==> config.mk <==
export PLATFORM = sky130hd
export DESIGN_NAME = systolic_skew_feeder
export DESIGN_NICKNAME = d
export VERILOG_FILES = /design/src/rtl/systolic_pkg.sv /design/src/rtl/skew_lane_mux.sv /design/src/rtl/systolic_skew_feeder.sv
export SDC_FILE = /design/constraint.sdc
export NUM_CORES = 1
export LEC_CHECK = 0
export BUFFER_PORTS_ARGS = -buffer_cell sky130_fd_sc_hd__buf_2
export CORE_ASPECT_RATIO = 2
export CORE_UTILIZATION = 55
export DETAILED_ROUTE_END_ITERATION = 10
export PLACE_DENSITY = 0.81
export SLEW_MARGIN = 20
export SYNTH_ARGS = -nofsm -noshare
export SYNTH_HDL_FRONTEND = slang
export SYNTH_SLANG_ARGS = --single-unit
==> constraint.sdc <==
create_clock -name clk -period 4.2 [get_ports clk]
set_clock_uncertainty 0.05 [all_clocks]
set_input_delay 0.21 -clock clk [delete_from_list [all_inputs] [get_ports clk]]
set_output_delay 0.21 -clock clk [all_outputs]
set_load 0.05 [all_outputs]
==> src/rtl/systolic_pkg.sv <==
// Shared types and sizing helpers for the systolic skew feeder.
package systolic_pkg;

  typedef enum logic [1:0] {IDLE, FEED, DRAIN} feed_state_e;

  function automatic int beat_total(input int n, input int k);
    return k + n - 1;
  endfunction

  function automatic int default_drain(input int n);
    return 2 * n - 2;
  endfunction

  // Wide enough for the beat counter and the drain counter up to the done edge.
  function automatic int cnt_width(input int n, input int k, input int drain);
    return $clog2(k + n + drain + 1);
  endfunction

endpackage

==> src/rtl/skew_lane_mux.sv <==
// One lane of the diagonal skew: picks elems[beat-LANE] while beat sits inside
// the lane's K-beat window, otherwise drives a zero pad with vld low.
module skew_lane_mux
  import systolic_pkg::*;
#(
  parameter int WIDTH = 16,
  parameter int K     = 3,
  parameter int LANE  = 0,
  parameter int CW    = 4
) (
  input  logic        [CW-1:0]    beat,
  input  logic signed [WIDTH-1:0] elems [K],
  output logic signed [WIDTH-1:0] data,
  output logic                    vld
);

  int beat_i;

  // Compare in int so the lower window edge never wraps (beat >= LANE, not beat-LANE >= 0).
  always_comb begin
    beat_i = int'(beat);
    vld    = (beat_i >= LANE) && (beat_i <= LANE + K - 1);
    data   = '0;
    for (int k = 0; k < K; k++) begin
      if (beat_i == LANE + k) data = elems[k];
    end
  end

endmodule

==> src/rtl/systolic_skew_feeder.sv <==
// Feeds an N-lane output-stationary systolic array with diagonally skewed rows of A
// (west edge) and columns of B (north edge), followed by a zero drain phase.
module systolic_skew_feeder
  import systolic_pkg::*;
#(
  parameter int WIDTH = 16,
  parameter int N     = 3,
  parameter int K     = 3,
  parameter int DRAIN = default_drain(N)
) (
  input  logic                    clk,
  input  logic                    rst_n,
  input  logic                    start,
  input  logic                    en,
  input  logic signed [WIDTH-1:0] matrixA [N][K],
  input  logic signed [WIDTH-1:0] matrixB [K][N],
  output logic signed [WIDTH-1:0] row [N],
  output logic signed [WIDTH-1:0] col [N],
  output logic        [N-1:0]     lane_vld,
  output logic                    busy,
  output logic                    done
);

  // state | meaning
  // IDLE  | outputs zero, waiting for start; done may be high for one cycle here
  // FEED  | one skewed beat registered per enabled edge, beat_q = next beat index
  // DRAIN | zero beats while partial sums propagate, drain_q = zero beats issued
  // The DRAIN parameter shadows the enum label, so the state is written with its package scope.

  localparam int              CW         = cnt_width(N, K, DRAIN);
  localparam logic [CW-1:0]   BEAT_LAST  = CW'(beat_total(N, K) - 1);
  localparam logic [CW-1:0]   DRAIN_LAST = CW'(DRAIN);
  localparam logic [CW-1:0]   CNT_ONE    = CW'(1);

  feed_state_e state_q, state_d;

  logic [CW-1:0] beat_q, beat_d;
  logic [CW-1:0] drain_q, drain_d;
  logic          capture;

  logic signed [WIDTH-1:0] abuf [N][K];
  logic signed [WIDTH-1:0] bbuf [K][N];

  logic signed [WIDTH-1:0] row_mux [N];
  logic signed [WIDTH-1:0] col_mux [N];
  logic        [N-1:0]     row_vld;
  logic        [N-1:0]     col_vld;

  logic signed [WIDTH-1:0] row_d [N];
  logic signed [WIDTH-1:0] col_d [N];
  logic        [N-1:0]     vld_d;
  logic                    busy_d;
  logic                    done_d;

  for (genvar i = 0; i < N; i++) begin : g_lane
    logic signed [WIDTH-1:0] a_row [K];
    logic signed [WIDTH-1:0] b_col [K];

    for (genvar k = 0; k < K; k++) begin : g_el
      assign a_row[k] = abuf[i][k];
      assign b_col[k] = bbuf[k][i];
    end

    skew_lane_mux #(.WIDTH(WIDTH), .K(K), .LANE(i), .CW(CW)) u_row_mux (
      .beat  (beat_q),
      .elems (a_row),
      .data  (row_mux[i]),
      .vld   (row_vld[i])
    );

    skew_lane_mux #(.WIDTH(WIDTH), .K(K), .LANE(i), .CW(CW)) u_col_mux (
      .beat  (beat_q),
      .elems (b_col),
      .data  (col_mux[i]),
      .vld   (col_vld[i])
    );
  end

  always_ff @(posedge clk or negedge rst_n) begin
    if (!rst_n) state_q <= IDLE;
    else        state_q <= state_d;
  end

  always_comb begin
    state_d = state_q;
    case (state_q)
      IDLE:                if (start) state_d = FEED;
      FEED:                if (en && beat_q == BEAT_LAST) state_d = systolic_pkg::DRAIN;
      systolic_pkg::DRAIN: if (en && drain_q == DRAIN_LAST) state_d = IDLE;
      default:             state_d = IDLE;
    endcase
  end

  always_comb begin
    row_d   = row;
    col_d   = col;
    vld_d   = lane_vld;
    busy_d  = busy;
    done_d  = 1'b0;
    beat_d  = beat_q;
    drain_d = drain_q;
    capture = 1'b0;
    case (state_q)
      IDLE: begin
        row_d  = '{default: '0};
        col_d  = '{default: '0};
        vld_d  = '0;
        busy_d = 1'b0;
        if (start) begin
          capture = 1'b1;
          beat_d  = '0;
          drain_d = '0;
          busy_d  = 1'b1;
        end
      end
      FEED: begin
        if (en) begin
          row_d   = row_mux;
          col_d   = col_mux;
          vld_d   = row_vld & col_vld;
          beat_d  = beat_q + CNT_ONE;
          drain_d = '0;
        end
      end
      systolic_pkg::DRAIN: begin
        if (en) begin
          row_d = '{default: '0};
          col_d = '{default: '0};
          vld_d = '0;
          if (drain_q == DRAIN_LAST) begin
            done_d = 1'b1;
            busy_d = 1'b0;
          end else begin
            drain_d = drain_q + CNT_ONE;
          end
        end
      end
      default: begin
        row_d  = '{default: '0};
        col_d  = '{default: '0};
        vld_d  = '0;
        busy_d = 1'b0;
      end
    endcase
  end

  always_ff @(posedge clk or negedge rst_n) begin
    if (!rst_n) begin
      beat_q   <= '0;
      drain_q  <= '0;
      abuf     <= '{default: '0};
      bbuf     <= '{default: '0};
      row      <= '{default: '0};
      col      <= '{default: '0};
      lane_vld <= '0;
      busy     <= 1'b0;
      done     <= 1'b0;
    end else begin
      beat_q   <= beat_d;
      drain_q  <= drain_d;
      if (capture) begin
        abuf <= matrixA;
        bbuf <= matrixB;
      end
      row      <= row_d;
      col      <= col_d;
      lane_vld <= vld_d;
      busy     <= busy_d;
      done     <= done_d;
    end
  end

endmodule
==> reports/metrics.yaml, run 1 <==
p_sw_uw: 7020
numCtsBuffers: 37
swShare_pct: 40.3
dieArea_um2: 32100
grt_pass1_wl_um: 86700
r2r_start: "beat_q[0]"
antenna_found_initial: 6
synthesis.area_um2: 17200
slowest_stage: "ha_2"
slew_violations: 0
hold_viol: 0
io_buffer_count: 392
drt-wirelength-per-cell_um: 23.9
start_kind: "flop"
vias: 14030
setup_tns_ps: 0
power.density_nw_per_um2: 740
clk_pin_slew_worst_paths_ps: 70
yosys.area.top_type: "dfrtp_1"
synthFlopType: "dfrtp_1"
cp_cell_sequence: "inv_1 > ha_2 > buf_4 > nor4b_4 > buf_4 > o2bb2ai_1 > a32o_1"
fillCellCount: 1712
grt_pass1_vias: 15431
synthTopCellsByArea: "dfrtp_1 (58%), mux2_1 (19%), o2bb2ai_1 (4.9%)"
drc_errors: 0
finalWeightedCongestion: 0.856
reg2reg_depth: 7
synth_cell_types: 43
synth_nets: 1555
pwr-share-comb_pct: 40.8
p_seq_share_pct: 39.4
drt_iter0_drc: 1056
cp.arrival_ps: 3260
synthArstFlopShare_pct: 100
post-synth-top-area-fraction_pct: 58.0
most-common-layout-cells: "dfrtp_1 (398), buf_2 (391), dlygate4sd3_1 (289)"
post_cts_buffers: 0
dpl_worst_slack_ps: 1420
p_clk_share_pct: 19.9
drv_cap: 0
path_buf_inv: 3
fin_ws_ps: 1300
p_leak_uw: 0.0105
worst_hold_startpoint: "en"
crit_path_end_kind: "flop"
final_layout_size_suffix_gt1_share_pct: 25.4
peakVddDrop_uv: 600
grt_usage_pct: 35.5
ios: 393
cts.htree.levels: 2
slew_headroom_pct: 19.9
grt_use_met3_pct: 6.12
cts_tree: "built"
r2r_setup_slack_ps: 1300
power.internal_uw: 10400
grt_max_degree: 193
timing.final.crit_share_pct: 69.0
hold_class: "primary input to flop"
routed_wl_um: 55800
yosysWarnings: 0
hold_end: "state_q[1]"
cts-resized-gates: 0
cp_data_required_time_ps: 4560
top_usage_layer: "met2"
synth_seq_cells: 399
first_pass_iters: 5
critPathKind: "flop to flop"
fmax_mhz: 345
rows: 91
cp_max_fo: 36
clk_path_buf_depth: 3
path_depth: 7
synth_edf_count: 0
run_status: "complete, no violations"
nNetsFinal: 2187
fin_crit_ps: 2900
min_path_cells: 3
ctsHoldBuffers: 289
multi_input_area_um2: 6680
clock_latency_ps: 520
die_height_um: 252
crit_top_cell: "buf_4"
cts.sinks: 399
synth_area_per_cell_um2: 13.7
register_area_um2: 9990
crit_path_max_incr_delay_ps: 690
core_region_area_um2: 30900
vias_per_cell: 6.01
worst_pin_slew_ps: 1200
place_hpwl_um: 30200
layout_commonest_cell: "dfrtp_1"
r2r_end: "row[25]"
grt_use_met1_pct: 39.3
synth-seq-area-share_pct: 58.0
die_w_um: 127
area_growth_pct: 36.8
initial_core_util_pct: 55.8
setup_violations: 0
syn_inst: 1257
grt-ovfl-total: 0
crit_family: "buffers and inverters"
cts-root-buf: "clkbuf_16"
rsz0062_at_grt: "false"
use_met2_pct: 61.9
ant_nets: 0
## worst min-delay path, stage by stage
cell	delay, ps
buf_2	180
nand2_1	120
o21ai_1	60
## layout make-up
class,count,share of cell area (%)
Antenna cell,7,0.0744
Clock inverter,12,0.712
Tap cell,418,2.22
Sequential cell,399,42.4
Clock buffer,49,4.42
Multi-Input combinational cell,740,28.4
Inverter,7,0.112
Timing Repair Buffer,704,21.7
## synthesized netlist by cell type, drive strengths merged (5+ instances only)
master / count
dfrtp: 399
mux2: 288
o2bb2ai: 97
buf: 69
a21oi: 68
nand2b: 68
a32o: 67
clkbuf: 42
o21ai: 40
nor2b: 35
a221oi: 32
inv: 7
ha: 6
nor2: 5
## power groups by stage
stage | registers [uW] | logic, uW | clock network [uW]
2_1_floorplan | 7730 | 3790 | 0
3_3_place_gp | 6650 | 6390 | 0
3_5_place_dp | 6750 | 6610 | 0
4_1_cts | 6700 | 6850 | 3470
5_1_grt | 7040 | 7540 | 3630
6_report | 6860 | 7110 | 3460
## state kept, by name, indices dropped and copies added, names as in the netlist
| name | cells |
|---|---|
| abuf | 144 |
| bbuf | 144 |
| col | 48 |
| row | 48 |
| beat_q | 4 |
| drain_q | 4 |
| lane_vld | 3 |
| state_q | 2 |
| busy | 1 |
| done | 1 |
## per-stage QoR
stage	instances	instance area [um^2]	power [uW]	hold slack, ps	utilization, %
floorplan	1257	17200	11500	-136	-
global placement	1979	19400	13000	261	62.9
detailed placement	1979	19400	13400	264	62.9
CTS	2329	23500	17000	17.9	76.2
global route	2335	23500	18200	63.6	76.3
finish	2336	23500	17400	42.5	76.3
## cells by family after synthesis
logic type	Yosys count	synth area share, %
flip-flops	399	58.0
AO/OA/AOI/OAI	310	13.9
multiplexers	289	18.9
AND/OR/NAND/NOR	134	5.23
buffers and inverters	118	3.46
adder cells (fa/ha/maj)	6	0.436
XOR/XNOR	1	0.0509
## worst max path at each step
stage / from / endpoint / slack [ps]
finish: beat_q[0] / row[25] / 1300
global route: beat_q[0] / row[25] / 1160
detailed placement: beat_q[0] / row[20] / 1420
CTS: beat_q[0] / row[20] / 1380
global placement: beat_q[0] / col[29] / 1470
floorplan: beat_q[1] / col[32] / 2380
## metal layers
layer  vias up  routed length [um]
met2       782               29100
met3       266                3310
met4         0                4150
met5         -                   0
li1       5934                   -
met1      7048               19200
Note: power is estimated with default switching activity, not from simulation.
==> run 2: changes to the inputs <==
- ABC_AREA: not set -> 1
- clock period: 4.2 -> 2.78 ns (I/O delays scaled with it)
==> run 2 against run 1 <==
Final cell count rose by 21%; clock power rose by 61%; non-clock buffer count rose by 13; via count grew 18%; wire length is 16% higher; flip-flop and latch count unchanged; largest cell class unchanged.
==> reports/metrics.yaml, run 2 <==
run_status: "complete, no violations"
cp_max_fo: 32  # -11%
setup_violations: 0  # unchanged
synth_seq_cells: 399  # unchanged
drt_iter0_drc: 1588  # +50%
rsz0062_at_grt: "false"
cp_data_required_time_ps: 3200  # -1360 ps
finalPower_uw: 26700  # +53%
synth_area_per_cell_um2: 10.6  # -23%
slew_violations: 0  # unchanged
antenna_found_initial: 16  # +10
layout_commonest_cell: "nand2_1"
dieArea_um2: 33700  # +5.2%
finalWeightedCongestion: 0.864  # +0.94%
peakVddDrop_uv: 857  # +43%
die_height_um: 259  # +2.6%
p_leak_uw: 0.0130  # +24%
grt-ovfl-total: 0  # unchanged
most-common-layout-cells: "nand2_1 (427), dfrtp_1 (399), buf_2 (391)"
dpl_worst_slack_ps: 593  # -825 ps
yosys.area.top_type: "dfrtp_1"
synth-seq-area-share_pct: 55.1  # -2.9 points
slew_headroom_pct: 42.7  # +23 points
die_w_um: 130  # +2.6%
syn_inst: 1715  # +36%
ios: 393  # unchanged
cts-root-buf: "clkbuf_16"
grt_pass1_wl_um: 99800  # +15%
fmax_mhz: 432  # +25%
area_growth_pct: 36.0
drc_errors: 0  # unchanged
worst_pin_slew_ps: 856  # -345 ps
largestRegisters: "abuf (144), bbuf (144)"
use_met2_pct: 66.1  # +4.2 points
power.density_nw_per_um2: 1080  # +46%
hold_viol: 0  # unchanged
post-synth-top-area-fraction_pct: 55.1  # -2.9 points
setup_tns_ps: 0  # unchanged
fillCellCount: 1876  # +9.6%
routed_wl_um: 64600  # +16%
synth_cell_types: 28  # -35%
synthArstFlopShare_pct: 100  # unchanged
cts.htree.levels: 2  # unchanged
fin_crit_ps: 2320  # -581 ps
critPathKind: "flop to flop"
yosysWarnings: 0  # unchanged
post-synth-top-count-cell: "nand2_1"
cts.sinks: 399  # unchanged
synthTopCellsByArea: "dfrtp_1 (55%), nand2_1 (8.9%), mux2_4 (8.3%)"
final_layout_size_suffix_gt1_share_pct: 27.8  # +2.4 points
clock_latency_ps: 540  # +20 ps
vias_per_cell: 5.86  # -2.4%
cts_tree: "built"
drv_cap: 0  # unchanged
ant_nets: 0  # unchanged
fin_ws_ps: 464  # -839 ps
timing.final.crit_share_pct: 83.3  # +14 points
r2r_setup_slack_ps: 460  # -840 ps
vias: 16597  # +18%
synthesis.area_um2: 18100  # +5.3%
place_hpwl_um: 34200  # +13%
initial_core_util_pct: 56.0  # +0.23 points
ys_top_cells_by_count: "nand2_1 (428), dfrtp_1 (399), nand3_1 (137)"
nNetsFinal: 2657  # +21%
grt_pass1_vias: 18061  # +17%
rows: 93  # +2.2%
core_region_area_um2: 32300  # +4.8%
synth_nets: 2013  # +29%
first_pass_iters: 8  # +3
crit_path_end_kind: "flop"
synthFlopType: "dfrtp_1"
hold_class: "primary input to flop"
grt_usage_pct: 39.6  # +4.0 points
clk_path_buf_depth: 3  # unchanged
grt_use_met3_pct: 11.0  # +4.9 points
clk_pin_slew_worst_paths_ps: 70  # about the same
cts-resized-gates: 0  # unchanged
grt_use_met1_pct: 42.0  # +2.7 points
io_buffer_count: 392  # unchanged
instances_no_fill: 2831  # +21%
placed_cells: 2457  # +24%
start_kind: "flop"
synth_edf_count: 0  # unchanged
drt-wirelength-per-cell_um: 22.8  # -4.5%
hold_slack_ps: 97.8  # +55.3 ps
numCtsBuffers: 37  # unchanged
grt_max_degree: 82  # -58%
cp.arrival_ps: 2740  # -520 ps
top_usage_layer: "met2"
-- run 2: kinds of logic (layout without fill, tap and decap cells) --
family,Yosys count,count (layout),share of synthesized area (%)
muxes,258,258,18.1
adders and majority gates,6,6,0.414
AOI/OAI and AO/OA,132,132,3.67
and+or+nand+nor,690,690,16.5
DFF,399,399,55.1
other,0,17,0
buffers and inverters,230,902,6.23
-- run 2: worst paths after layout --
path,start,endpoint,depth (start not counted)
setup / recovery,beat_q[1],col[46],9
hold / removal,start,state_q[1],7
setup reg to reg,beat_q[1],col[46],9
hold reg to reg,row[9],row[9],2
max in group asynchronous,rst_n,col[30],3
min in group asynchronous,rst_n,row[37],2
-- run 2: through the flow --
step           instance area (um^2)  util, %
6_report                      24600     76.2
5_1_grt                       24600     76.2
4_1_cts                       24600     76.1
3_5_place_dp                  20400     63.0
3_3_place_gp                  20400     63.0
2_1_floorplan                 18100        -
-- run 2: final cells by class --
type / instances / area [um^2] / area share, %
clock inverters: 16 / 198 / 0.802
flip-flops and latches: 399 / 9980 / 40.5
repair buffers: 717 / 5290 / 21.5
clock buffers: 51 / 1120 / 4.55
multi-input cells: 1086 / 7030 / 28.5
diodes: 17 / 42.5 / 0.173
well taps: 427 / 534 / 2.17
inverters: 118 / 443 / 1.80
-- run 2: layer usage --
metal,routed length [um],vias to the layer above
li1,-,6972
met3,5320,408
met2,32700,1193
met4,5100,4
met5,24,-
met1,21400,8020
-- run 2: what timing repair did --
action                                 in CTS  in global routing
hold buffers                              290                  0
buffers inserted                            0                  0
endpoints found under the hold margin     361                  0
setup endpoints to repair                   0                  0
-- run 2: worst max-delay path, stage by stage (launching register included) --
cell	delay (ps)
dfrtp_1	430
inv_1	170
ha_2	500
inv_1	100
nor2_2	110
buf_4	390
nand2_1	170
nand3_1	120
nand2_1	90
nand2_1	90
-- run 2: power by group --
group / total, uW / switching [uW] / internal (uW)
Sequential: 10100 / 1700 / 8450
Combinational: 11000 / 6740 / 4230
Clock: 5580 / 2360 / 3210
Total: 26700 / 10800 / 15900
